[src/rtl/core_task_receiver.sv]
// Core-side receiver for the scheduler's instruction-load bus.
// Assembles a multi-part frame, hands it to the executor, and drives Ready and the R0 init write.
module core_task_receiver #(
  parameter int unsigned CORE_ID        = 0,
  parameter int unsigned NUM_OF_CORES   = 16,
  parameter int unsigned INSN_LOAD_TIME = 4,
  parameter int unsigned INSN_BUS_WIDTH = 64,
  parameter int unsigned REG_WIDTH      = 8,
  localparam int unsigned CNT_W         = (INSN_LOAD_TIME > 2) ? $clog2(INSN_LOAD_TIME) : 1
) (
  input  logic                                 clk,
  input  logic                                 reset,
  input  logic [NUM_OF_CORES-1:0]              Start,
  input  logic [CNT_W-1:0]                     Insn_Load_Counter,
  input  logic [INSN_BUS_WIDTH-1:0]            Insn_Data,
  input  logic [NUM_OF_CORES-1:0]              Init_R0_Vect,
  input  logic [NUM_OF_CORES*REG_WIDTH-1:0]    Init_R0,
  output logic                                 Ready,
  output logic [INSN_LOAD_TIME*INSN_BUS_WIDTH-1:0] frame_data,
  output logic                                 exec_go,
  input  logic                                 exec_done,
  output logic                                 r0_wr_en,
  output logic [REG_WIDTH-1:0]                 r0_wr_data,
  output logic                                 proto_err
);

  typedef enum logic [1:0] {S_IDLE, S_LOAD, S_EXEC} state_t;

  localparam logic [CNT_W-1:0] LAST_CNT = CNT_W'(INSN_LOAD_TIME - 1);
  localparam bit               SINGLE   = (INSN_LOAD_TIME == 1);

  state_t                                  r_state;
  logic [CNT_W-1:0]                        r_exp_cnt;
  logic [INSN_LOAD_TIME*INSN_BUS_WIDTH-1:0] r_frame;
  logic                                    r_exec_go;
  logic                                    r_r0_wr_en;
  logic [REG_WIDTH-1:0]                    r_r0_wr_data;
  logic                                    r_proto_err;

  state_t           w_state_n;
  logic [CNT_W-1:0] w_cnt_n;
  logic             w_st;
  logic             w_store;
  logic             w_complete;
  logic             w_err;
  logic             w_r0_sel;
  logic             w_unused_bits;

  assign w_st          = Start[CORE_ID];
  assign w_r0_sel      = Init_R0_Vect[CORE_ID];
  assign w_unused_bits = ^{Start, Init_R0_Vect, Init_R0};

  always_comb begin
    w_state_n  = r_state;
    w_cnt_n    = r_exp_cnt;
    w_store    = 1'b0;
    w_complete = 1'b0;
    w_err      = 1'b0;
    unique case (r_state)
      S_IDLE: begin
        if (w_st) begin
          if (Insn_Load_Counter == '0) begin
            w_store = 1'b1;
            if (SINGLE) begin
              w_complete = 1'b1;
            end else begin
              w_cnt_n   = CNT_W'(1);
              w_state_n = S_LOAD;
            end
          end else begin
            w_err = 1'b1;
          end
        end
      end
      S_LOAD: begin
        if (w_st) begin
          if (Insn_Load_Counter == r_exp_cnt) begin
            w_store = 1'b1;
            if (Insn_Load_Counter == LAST_CNT) w_complete = 1'b1;
            else                               w_cnt_n    = r_exp_cnt + CNT_W'(1);
          end else begin
            w_err = 1'b1;
            // An out-of-order part 0 is taken as the scheduler restarting the frame.
            if (Insn_Load_Counter == '0) begin
              w_store = 1'b1;
              w_cnt_n = CNT_W'(1);
            end else begin
              w_cnt_n   = '0;
              w_state_n = S_IDLE;
            end
          end
        end
      end
      S_EXEC: begin
        if (w_st) w_err = 1'b1;
        if (exec_done && !r_exec_go) w_state_n = S_IDLE;
      end
      default: w_state_n = S_IDLE;
    endcase
    if (w_complete) begin
      w_state_n = S_EXEC;
      w_cnt_n   = '0;
    end
  end

  always_ff @(posedge clk or negedge reset) begin
    if (!reset) begin
      r_state      <= S_IDLE;
      r_exp_cnt    <= '0;
      r_frame      <= '0;
      r_exec_go    <= 1'b0;
      r_r0_wr_en   <= 1'b0;
      r_r0_wr_data <= '0;
      r_proto_err  <= 1'b0;
    end else begin
      r_state    <= w_state_n;
      r_exp_cnt  <= w_cnt_n;
      r_exec_go  <= w_complete;
      r_r0_wr_en <= w_complete && w_r0_sel;
      if (w_complete && w_r0_sel)
        r_r0_wr_data <= Init_R0[CORE_ID*REG_WIDTH +: REG_WIDTH];
      if (w_err)
        r_proto_err <= 1'b1;
      for (int unsigned k = 0; k < INSN_LOAD_TIME; k++) begin
        if (w_store && (Insn_Load_Counter == CNT_W'(k)))
          r_frame[k*INSN_BUS_WIDTH +: INSN_BUS_WIDTH] <= Insn_Data;
      end
    end
  end

  assign Ready      = (r_state != S_EXEC);
  assign frame_data = r_frame;
  assign exec_go    = r_exec_go;
  assign r0_wr_en   = r_r0_wr_en;
  assign r0_wr_data = r_r0_wr_data;
  assign proto_err  = r_proto_err;

endmodule

[config.mk]
export PLATFORM = sky130hd
export DESIGN_NAME = core_task_receiver
export DESIGN_NICKNAME = d
export VERILOG_FILES = /design/src/rtl/core_task_receiver.sv
export SDC_FILE = /design/constraint.sdc
export NUM_CORES = 1
export LEC_CHECK = 0
export BUFFER_PORTS_ARGS = -buffer_cell sky130_fd_sc_hd__buf_4
export CORE_AREA = 2 2 196 198
export DETAILED_ROUTE_END_ITERATION = 8
export DIE_AREA = 0 0 198 200
export MAX_ROUTING_LAYER = met4
export PLACE_DENSITY_LB_ADDON = 0.12
export SYNTH_ARGS = -nofsm -noshare
export SYNTH_HDL_FRONTEND = slang
export SYNTH_SLANG_ARGS = --single-unit
[constraint.sdc]
create_clock -name clk -period 1.78 [get_ports clk]
set_input_delay 0.178 -clock clk [delete_from_list [all_inputs] [get_ports clk]]
set_output_delay 0.178 -clock clk [all_outputs]
set_load 0.02 [all_outputs]
Word level (Yosys, flattened, before mapping). Index checks and enable logic that the tools add are counted.

Input port bits: 229. Output and inout bits: 268. Register bits after elaboration: 271. Logic and storage cells: 66.

Mux-type cells: 29. $add $sub $neg: 1. Eq/ne operators: 14. Reductions and logical operators: 12.

Operators by type and width (number): 2-bit two-way mux (11); 3-bit inequality test, second input constant (6); 1-bit two-way mux (14); 2-bit == test, second input constant (3); 1-bit logical AND (6); 2-bit case mux with 3 select lines (1); 6-bit AND reduction (1); 5-bit AND reduction (1); 2-bit by 1-bit == test with 1-bit output, second input constant (2); 2-bit zero test (2); 4-bit inequality test, second input constant (1); 2-bit case mux with 2 select lines (1); 1-bit case mux with 3 select lines (1); 3-bit nonzero test (1); 2-bit by 1-bit adder with 2-bit output, second input constant (1); 2-bit == test (1); 2-bit inequality test, second input constant (1); 1-bit case mux with 2 select lines (1); 1-bit zero test (1).

Longest topological paths before layout.
Word-level depth: 7. Gate-level depth with buffers: 6. Gate-level depth less buffers: 3.

Worst setup path before layout. Ideal clock, no wire load.

Kind: flip-flop to flip-flop. Start point: register r_state[1]. End point: register r_frame[207] (netlist: frame_data[207]). Cell stages (with the launch flop): 7. Path buffers: 3. Clock period less this slack: 1.807 ns. Library setup time: 0.125 ns. Arrival time: 1.682 ns. Setup slack: -0.027 ns. Path through: dfrtp_1 -> clkbuf_2 -> nand2b_1 -> nor3_2 -> buf_2 -> buf_4 -> mux2_2.

Longest elaborated chain between the ends: 3. Elaborated cells between the ends (all ways): 4. Those cells by class: eq/ne: 1; mux: 1; reduce/logical: 2.

Ends and longest elaborated chain: start, declared (RTL line 32) `state_t r_state;`; start signal, assigned (RTL line 116) `r_state <= w_state_n;`; 2-bit by 1-bit == test with 1-bit output / 2-bit zero test (equally long branches) (RTL line 59) `unique case (r_state)`; 1-bit case mux with 2 select lines (*) (RTL line 59); 1-bit logical AND (*) (RTL line 125) `if (w_store && (Insn_Load_Counter == CNT_W'(k)))`; end signal, assigned by index (RTL line 126) `r_frame[k*INSN_BUS_WIDTH +: INSN_BUS_WIDTH] <= Insn_Data;`; end, declared (RTL line 34) `logic [INSN_LOAD_TIME*INSN_BUS_WIDTH-1:0] r_frame;`.

Every way passes the cells marked *; elsewhere a longest branch is shown, timed or not. A chain may end at the register's enable or synchronous reset.

Worst setup path after layout.
Start point: register r_state[1]. End point: register r_frame[95] (netlist: frame_data[95]).

The elaborated chain is that of the path after synthesis.

==> impl_results.md <==
* Status: finished clean
* Count of state elements after synthesis at between 200 and 300
* Slew Limit Headroom at 0.5977
* Top flip-flop cell by instance count after synthesis: sky130_fd_sc_hd__dfrtp_1
* Die Area at 39600 sq um
* Syn Nets at between 800 and 900
* Starting density of the core at 0.2747
* Busiest grt layer: met2
* 1st-pass router iterations at 4
* Placed cell area at 13790 sq um
* Crit path buf inv count at 2
* Critical path's top delay family: flip-flops
* Cell taking the most area after synthesis: sky130_fd_sc_hd__dfrtp_1
* Worst stage delay on the critical path at 0.45 ns
* Pin count of the biggest net entering global routing at 64
* Leakage component of the power at 7.912 nW
* Standard cell core area at 37400 sq um
* CP Data Arrival Time at 2.14 ns
* Antenna diode count at 0
* Max Fclk at 588.3 MHz
* Yosys warning total at 0
* Sequential share of power at 0.371
* Number of max-capacitance violations reported at 0
* Later-pin clock latency in the skew report at 0.57 ns
* Final non-filler cell area at 15730 sq um
* Post-route minimum period at 1.700 ns
* Number of unique standard cell types used by synthesis at 32
* Number of fill cells at between 3000 and 4000
* Number of cells produced by synthesis at 605
* Crit-path max FO at 19
* Transition time at the pin with the least slew margin at between 0.6 and 0.7 ns
* Number of global-route vias before repair at between 7000 and 8000
* Vias after detailed routing at 6812
* Final standard cell utilization of the core at 0.4206
* Clock tree from TritonCTS: built
* Switching power as a share of total power at 0.3266
* Setup skew after layout at 0.009550 ns
* Critical Path Sink Type: register
* Remaining global-route overflow at 0
* Die X at approximately 200 microns
* Placement row count at just over 70
* Final estimated routing congestion in global placement at 0.7050
* Met2 GRT Util at 0.2316
* Detailed-placement wirelength estimate at 20710 microns
* Logic gate share of total power at 0.346
* Most common cell in the netlist: sky130_fd_sc_hd__dfrtp_1
* Fraction of final layout cells with drive strength greater than 1 at 0.5828
* Vias per std cell at ~4.2
* Unrepaired setup endpoints after global routing: no
* Residual antenna-violating net count after detailed routing at 0
* Mean post-synth cell area at around 17 sq um
* First-pass GRT wire length at 44100 microns
* Sequential element share of the synthesized area at 0.6602
* Worst setup SP type: register
* Ports placed on the boundary at about 500
* Sinks on the clock net at ~270
* Ranking of synthesized cells by area: sky130_fd_sc_hd__dfrtp_1 (66%), sky130_fd_sc_hd__mux2_2 (20%), sky130_fd_sc_hd__mux2_1 (8.4%)
* Layout overhead on the synthesized area at 53.13%
* Overall global routing resource usage at 0.1491
* Synth async-reset ratio at 1.000
* Worst min-delay path category: in2reg
* CP Data Required Time at 2.22 ns
* Power density of the placed cells at between 1500 and 2000 nW/um^2
* Peak supply drop at around 1100 uV
* Final setup violating endpoints at 0
* Maximum count of clock buffers along a single path at 3
* DRT iter0 DRCs at about 150
* Post-detailed-routing wire length at 29590 microns
* Die extent in y at approximately 200 microns
* Number of enable-type register cells in the synthesized netlist at 0
* Slowest CP cell: sky130_fd_sc_hd__dfrtp_2
* Net count, final at 1297
* Slew Limit Fails at 0
* Antenna violations before repair at 0
* Mapped Area at slightly above 10000 sq um
* Synth cell count leaders: sky130_fd_sc_hd__dfrtp_1 (271), sky130_fd_sc_hd__mux2_2 (187), sky130_fd_sc_hd__mux2_1 (77)
* Setup Crit Path Kind: reg2reg
* Final Cycle Share at 0.9549
* Met3 Usage GRT at 0.04654
* Clock group share of total power at 0.283
* Critical path, cell by cell: nor4bb_1 -> nand4_1 -> buf_4 -> clkbuf_16 -> mux2_1
* CTS root buf: sky130_fd_sc_hd__clkbuf_16
* Fraction of synthesized cell area taken by the top area cell type at 0.6602
* Total CTS buffers at 31
* Total of buffers placed on input and output ports at around 350
* Internal power component at 16.61 mW
* Maximum level of the CTS H-tree at 1
* Number of DRC violations after detailed routing at 0
* Switching power at 8.054 mW
* Met1 usage in global routing at 0.1899
* Hold Fails Final Rpt at 0
* CTS clk-pin slew, worst paths at 0.06 ns
* Routed wire length per instance at 18.45 microns
kinds of logic after synthesis:
group / count (synthesis) / synth area share
xor gates and xnor gates: 2 / 0.001706
muxes: 264 / 0.2894
buffers and inverters: 34 / 0.02192
AOI/OAI and AO/OA: 14 / 0.009744
DFF: 271 / 0.6602
and+or+nand+nor: 20 / 0.01705
per-stage QoR:
stage          setup TNS, ns  hold WS (ns)  setup slack, ns  cells  total power, mW
6_report                   0       0.03458          0.08032   1604            24.66
3_3_place_gp         -0.7358        0.1989         -0.04411   1469            17.67
4_1_cts                    0      0.002897         0.005034   1602            25.05
5_1_grt                    0       0.02291         0.003966   1604            25.93
2_1_floorplan              0       -0.1176          0.01748    605            13.35
3_5_place_dp         -0.8382        0.1960         -0.04674   1469            17.78
final timing paths:
path                       depth (start not counted)                     endpoint  slack, ns                       start
max reg2reg                                        5   frame_data[95]$_DFFE_PN0P_       0.08      r_state[1]$_DFFE_PN0P_
max                                                5   frame_data[95]$_DFFE_PN0P_       0.08      r_state[1]$_DFFE_PN0P_
min                                                4           r0_wr_en$_DFF_PN0_       0.03             Init_R0_Vect[0]
min reg2reg                                        1   frame_data[63]$_DFFE_PN0P_       0.48  frame_data[63]$_DFFE_PN0P_
min in group asynchronous                          2  frame_data[167]$_DFFE_PN0P_       0.18                       reset
max in group asynchronous                          3    frame_data[8]$_DFFE_PN0P_       0.90                       reset
worst reg2reg max path, delay by kind of cell, from the launching register on:
kind                   cells  cell delay [ns]
muxes                      1             0.35
buffers and inverters      2             0.38
and+or+nand+nor            2             0.39
DFF                        1             0.45
layer usage:
| metal | part of all wire | wire (microns) |
|---|---|---|
| met1 | 0.45 | 13430 |
| met2 | 0.45 | 13230 |
| met3 | 0.077 | 2288 |
| met4 | 0.022 | 650 |
| met5 | 0 | 0 |
cells in the final DEF, fill, tap and decap left out, types with 3 or more instances in the layout:
cell type                         n
sky130_fd_sc_hd__a21oi_1          3
sky130_fd_sc_hd__buf_12          14
sky130_fd_sc_hd__buf_4          365
sky130_fd_sc_hd__buf_6            4
sky130_fd_sc_hd__bufinv_16        5
sky130_fd_sc_hd__clkbuf_1         4
sky130_fd_sc_hd__clkbuf_16       32
sky130_fd_sc_hd__clkbuf_8        12
sky130_fd_sc_hd__clkinv_2         4
sky130_fd_sc_hd__dfrtp_1        269
sky130_fd_sc_hd__dlygate4sd3_1   75
sky130_fd_sc_hd__inv_1            3
sky130_fd_sc_hd__mux2_1          77
sky130_fd_sc_hd__mux2_2         187
sky130_fd_sc_hd__nand2b_1         4
sky130_fd_sc_hd__nor2b_1          4
timing repair:
| item | 4_1_cts | 5_1_grt |
|---|---|---|
| endpoints found under the hold margin | 339 | 0 |
| hold buffers | 75 | 0 |
| pin swaps | 2 | 2 |
| gates cloned | 0 | 1 |
| resized for setup | 3 | 5 |
| setup endpoints to repair | 47 | 82 |
| setup buffers | 0 | 1 |
power by group through the flow:
stage	clock network (mW)	registers, mW	logic [mW]
finish	6.98	9.15	8.53
global route	7.49	9.42	9.01
detailed placement	0	9.26	8.51
CTS	7.22	9.17	8.66
floorplan	0	11.6	1.79
global placement	0	9.20	8.47
layout make-up:
class,instances,area (sq um),share of cell area
repair buffers,460,3856,0.2451
flip-flops and latches,271,6784,0.4313
clock buffers,47,955.9,0.06077
well taps,511,639.4,0.04065
clock inverters,11,186.4,0.01185
inverters,4,15.01,0.0009545
multi-input cells,300,3293,0.2094
sequential cells by signal (all words and copies together) (netlist names):
register and cells:
frame_data 256, exec_go 1, r0_wr_en 1, r0_wr_data 8
r_exp_cnt 2, proto_err 1, r_state 2
Note: power is estimated with default switching activity, not from simulation.
